===== src/rtl/esm_rand_issue_sel.sv =====
// Random-issue selector for the ESM buffer: tracks pending ready indices and
// issues one per handshake, chosen by LFSR or lowest-index-first.
module esm_rand_issue_sel #(
  parameter int          BS        = 16,
  parameter int          N_IN      = 2,
  parameter logic [31:0] LFSR_SEED = 32'hACE12468
) (
  input  logic                          clk,
  input  logic                          rst,
  input  logic [N_IN-1:0]               in_valid,
  input  logic [N_IN*$clog2(BS)-1:0]    in_index,
  input  logic                          mode,
  input  logic                          sel_ready,
  output logic                          sel_valid,
  output logic [$clog2(BS)-1:0]         sel_index,
  output logic [$clog2(BS):0]           count,
  output logic                          full,
  output logic                          dup_err
);

  localparam int IW = $clog2(BS);
  localparam logic [31:0] LFSR_TAPS = 32'h80200003;

  typedef enum logic {EMPTY, HOLD} state_t;

  state_t        state, state_next;
  logic [BS-1:0] cand;
  logic [IW:0]   count_q;
  logic          full_q;
  logic          dup_q;
  logic [31:0]   lfsr;

  logic          cand_any;
  logic          load;
  logic [IW:0]   pick_k;
  logic [IW:0]   seen;
  logic [IW-1:0] chosen;
  logic [IW-1:0] idx;
  logic [BS-1:0] clr_mask;
  logic [BS-1:0] kept;
  logic [BS-1:0] set_mask;
  logic [BS-1:0] new_bits;
  logic          dup_any;
  logic [IW:0]   new_cnt;
  logic [IW:0]   count_next;

  assign cand_any = |cand;
  assign load     = cand_any && ((state == EMPTY) || sel_ready);

  // count_q is the pre-insert population, so the modulus range is 1..BS whenever cand is non-empty
  always_comb begin
    pick_k = '0;
    if (!mode && (count_q != '0))
      pick_k = (IW+1)'(lfsr[15:0] % 16'(count_q));
  end

  always_comb begin
    seen   = '0;
    chosen = '0;
    for (int i = 0; i < BS; i++) begin
      if (cand[i]) begin
        if (seen == pick_k)
          chosen = IW'(i);
        seen = seen + 1'b1;
      end
    end
  end

  // Inserts are judged against the set after this edge's removal, so insert wins over issue
  always_comb begin
    clr_mask = '0;
    if (load)
      clr_mask[chosen] = 1'b1;
    kept     = cand & ~clr_mask;
    set_mask = '0;
    dup_any  = 1'b0;
    idx      = '0;
    for (int i = 0; i < N_IN; i++) begin
      if (in_valid[i]) begin
        idx = in_index[i*IW +: IW];
        if (kept[idx] || set_mask[idx])
          dup_any = 1'b1;
        set_mask[idx] = 1'b1;
      end
    end
    new_bits = set_mask & ~kept;
    new_cnt  = '0;
    for (int i = 0; i < BS; i++)
      new_cnt = new_cnt + (IW+1)'(new_bits[i]);
    count_next = count_q + new_cnt - {{IW{1'b0}}, load};
  end

  always_comb begin
    state_next = state;
    case (state)
      EMPTY:   if (load) state_next = HOLD;
      HOLD:    if (sel_ready && !cand_any) state_next = EMPTY;
      default: state_next = EMPTY;
    endcase
  end

  always_ff @(posedge clk or negedge rst) begin
    if (!rst) begin
      state     <= EMPTY;
      cand      <= '0;
      count_q   <= '0;
      full_q    <= 1'b0;
      dup_q     <= 1'b0;
      sel_index <= '0;
      lfsr      <= LFSR_SEED;
    end else begin
      state   <= state_next;
      cand    <= kept | set_mask;
      count_q <= count_next;
      full_q  <= (count_next == (IW+1)'(BS));
      dup_q   <= dup_any;
      if (load)
        sel_index <= chosen;
      lfsr <= {1'b0, lfsr[31:1]} ^ (lfsr[0] ? LFSR_TAPS : 32'h0);
    end
  end

  assign sel_valid = (state == HOLD);
  assign count     = count_q;
  assign full      = full_q;
  assign dup_err   = dup_q;

endmodule


===== config.mk =====
export PLATFORM = sky130hd
export DESIGN_NAME = esm_rand_issue_sel
export DESIGN_NICKNAME = d
export VERILOG_FILES = /design/src/rtl/esm_rand_issue_sel.sv
export SDC_FILE = /design/constraint.sdc
export NUM_CORES = 1
export LEC_CHECK = 0
export BUFFER_PORTS_ARGS = -buffer_cell sky130_fd_sc_hd__buf_2
export CORE_UTILIZATION = 65
export CTS_CLUSTER_SIZE = 28
export DETAILED_ROUTE_END_ITERATION = 8
export PLACE_DENSITY = 0.94
export SLEW_MARGIN = 5
export SYNTH_ARGS = -nofsm -noshare
export SYNTH_HDL_FRONTEND = slang
export SYNTH_SLANG_ARGS = --single-unit
export TNS_END_PERCENT = 30

===== constraint.sdc =====
create_clock -name clk -period 50.3 [get_ports clk]
set_input_delay 15.09 -clock clk [delete_from_list [all_inputs] [get_ports clk]]
set_output_delay 15.09 -clock clk [all_outputs]
set_load 0.03 [all_outputs]

==> results_dict.tcl <==
set metrics [dict create \
    place_congestion 0.997 \
    postLayoutSetupSlackWorst_ns 8.74 \
    cts-root-to-sink-buffers 2 \
    critical-path-top-delay-family "compound AO/OA/AOI/OAI gates" \
    clk_pin_slew_worst_paths_ns 0.05 \
    cts_tree "yes" \
    timing.hold.ws_ns 0.349 \
    timing_worst_setup_path_type "reg2reg" \
    number_of_nets_in_the_final_layout 1624 \
    fp.dieW_microns 137 \
    timing.critical_path.slowest_stage_cell "sky130_fd_sc_hd__nor4_2" \
    floorplan.io_pins 26 \
    critical_path.endpoint_type "register" \
    clock_tree.htree_level_count 3 \
    cts.hold.buffers_added 0 \
    timing.clock.skew_ns 0.0125 \
    routed_wirelength_microns 34300 \
    fraction_of_registers_with_async_set_reset_pct 100 \
    final-setup-viol-count 0 \
    ys.flop_type "sky130_fd_sc_hd__dfrtp_1" \
    cts-buffers-inserted 9 \
    report.final.hold_viol_count 0 \
    cp_common_cell "sky130_fd_sc_hd__o21a_1" \
    drt_pre_antenna_iters 7 \
    portBuffers 25 \
    wire_length_of_the_first_global_routing_pass_microns 55800 \
    post_drt_via_cell_ratio 7.09 \
    post_layout_minimum_cycle_time_ns 41.56 \
    post-place-ws_ns 10.13 \
    drt-wirelength-per-cell_microns 19.8 \
    hold_start "lfsr[17]" \
    synthesis.instances 1512 \
    insertedDiodeCount 0 \
    worstReg2RegStart "count[4]" \
    largest_net_degree_at_the_start_of_global_routing 61 \
    global_route_usage_over_all_layers_pct 37.0 \
    crit_buf_inv 10 \
    status "finished clean" \
    post_syn_area_sq_um 11900 \
    die_h_microns 137 \
    start_kind "register" \
    critical_path_peak_fanout 18 \
    clk_root_buffer_cell "sky130_fd_sc_hd__clkbuf_16" \
    rsz0062_at_grt "no" \
    drt_drc_violations_left 0 \
    worst_slew_pin_slew_ns 0.946 \
    start_util_pct 66.2 \
    yosys_warnings 0 \
    fmax_ghz 0.0241 \
    required_ns 50.53 \
    ratio_of_final_minimum_period_to_clock_period_pct 82.6 \
    setup-tns-final_ns 0 \
    maxCapViolations 0 \
    crit_path_dat_ns 41.79 \
    drt.antenna.violating_nets 0 \
    drv_slew 0 \
    min-delay-path-class "reg2reg" \
    maxSlewHeadroom_pct 36.7 \
    via_count_of_the_first_global_routing_pass 11500 \
    synth.avg_cell_area_sq_um 7.87 \
    rows 49 \
    timing.critical_path.from "count[4]" \
    cts_setup_buffers 0 \
    syn_nets 1644 \
    synth_seq_area_share_pct 12.8 \
    cts_resized 0 \
    drt-initial-drc-count 1252 \
    grt_remaining_overflow 0 \
    antenna_found_initial 0 \
    worst_path_largest_cell_delay_ns 0.76 \
    synth_enable_flop_cells 0 \
    detailed_place_hpwl_microns 26100 \
    post_synth_num_cell_types 136 \
    design.core.area_sq_um 18000 \
    post_route_cells_drive_above_1_share_pct 11.3 \
    latest_clock_arrival_within_the_worst_skew_pair_ns 0.34 \
    areaGrowthSynthToFinish_pct 3.56 \
    vias 12200 \
    dieArea_sq_um 18800 \
    ys_seq_elements 60 \
    cts.sinks 60 \
]
## cells in the mapped netlist, drive strengths merged, types with 12 or more instances
cell type	count	area [sq um]
a211oi	21	183
a21o	14	105
a21oi	84	473
a31oi	12	90.1
and2	17	108
buf	23	193
clkbuf	34	133
dfrtp	47	1180
dfstp	13	342
fa	13	260
ha	105	1310
inv	84	315
mux2	23	274
mux2i	29	314
nand2	137	541
nand2b	28	175
nand3	48	258
nand4	25	169
nor2	124	473
nor2b	19	119
nor3	80	455
nor4	20	214
o211ai	18	168
o21a	40	302
o21ai	74	385
o22ai	26	175
o31ai	31	277
or2	19	121
or3	18	120
xnor2	76	666
xor2	39	342
## layout by cell type (no fill, tap or decap), types with 46 or more instances in the layout
master	instances
sky130_fd_sc_hd__o21ai_0	60
sky130_fd_sc_hd__nand3_1	46
sky130_fd_sc_hd__nor2_1	123
sky130_fd_sc_hd__ha_1	105
sky130_fd_sc_hd__nand2_1	132
sky130_fd_sc_hd__inv_1	84
sky130_fd_sc_hd__xnor2_1	76
sky130_fd_sc_hd__dfrtp_1	47
sky130_fd_sc_hd__nor3_1	74
sky130_fd_sc_hd__a21oi_1	76
## layer usage
layer / vias up / global-route usage, % / part of all wire, %
met3: 154 / 5.08 / 7.8
met4: 0 / 18.4 / 4.5
met1: 5768 / 45.0 / 40
met5: - / 0 / 0
li1: 5607 / - / -
met2: 711 / 64.1 / 48
## kinds of logic (layout without fill, tap and decap cells)
kind of cell	after synthesis	count (layout)	share of synthesized area (%)
flip-flops	60	60	12.8
AO/OA/AOI/OAI	427	427	26.7
AND/OR/NAND/NOR	593	593	27.5
XOR/XNOR	119	119	9.24
adder cells (fa/ha/maj)	118	118	13.2
buffers and inverters	142	127	5.42
multiplexers	53	53	5.13
## path summary, 6_finish.rpt
check	cells past startpoint	slack [ns]	endpoint
min	0	0.35	lfsr[16]
max reg2reg	169	8.74	full
min reg2reg	0	0.35	lfsr[16]
max	169	8.74	full
min in group asynchronous	2	14.89	sel_index[3]
max in group asynchronous	2	34.88	lfsr[9]
## flip-flops by register name, summed over array words and instances, names as in the netlist
signal     cells
cand          16
count          5
dup_err        1
full           1
lfsr          32
sel_index      4
sel_valid      1
## through the flow
stage / instance area [sq um] / cells / utilization, %
2_1_floorplan: 11900 / 1512 / -
3_3_place_gp: 12000 / 1710 / 66.7
3_5_place_dp: 12000 / 1710 / 66.7
4_1_cts: 12300 / 1726 / 68.6
5_1_grt: 12300 / 1726 / 68.6
6_report: 12300 / 1726 / 68.6
## final cells by class
| class | instances | area (sq um) |
|---|---|---|
| clock buffers | 12 | 256 |
| clock inverters | 4 | 72.6 |
| fillers | 1416 | 5650 |
| inverters | 85 | 319 |
| multi-input cells | 1310 | 9730 |
| flip-flops and latches | 60 | 1520 |
| well taps | 229 | 287 |
| repair buffers | 26 | 133 |
## worst register-to-register path: cells and delay by family (launching register included)
| family | cells | cell delay (ns) |
|---|---|---|
| simple gates | 57 | 14.28 |
| buf+inv | 10 | 1.14 |
| fa+ha+maj | 23 | 8.21 |
| xor+xnor | 3 | 0.53 |
| flops | 1 | 0.47 |
| compound gates | 72 | 15.40 |
| mux | 4 | 1.41 |
Power is left out: the tool's default activity adds up to more than one toggle a clock period on the data nets, which glitch-free logic cannot reach.
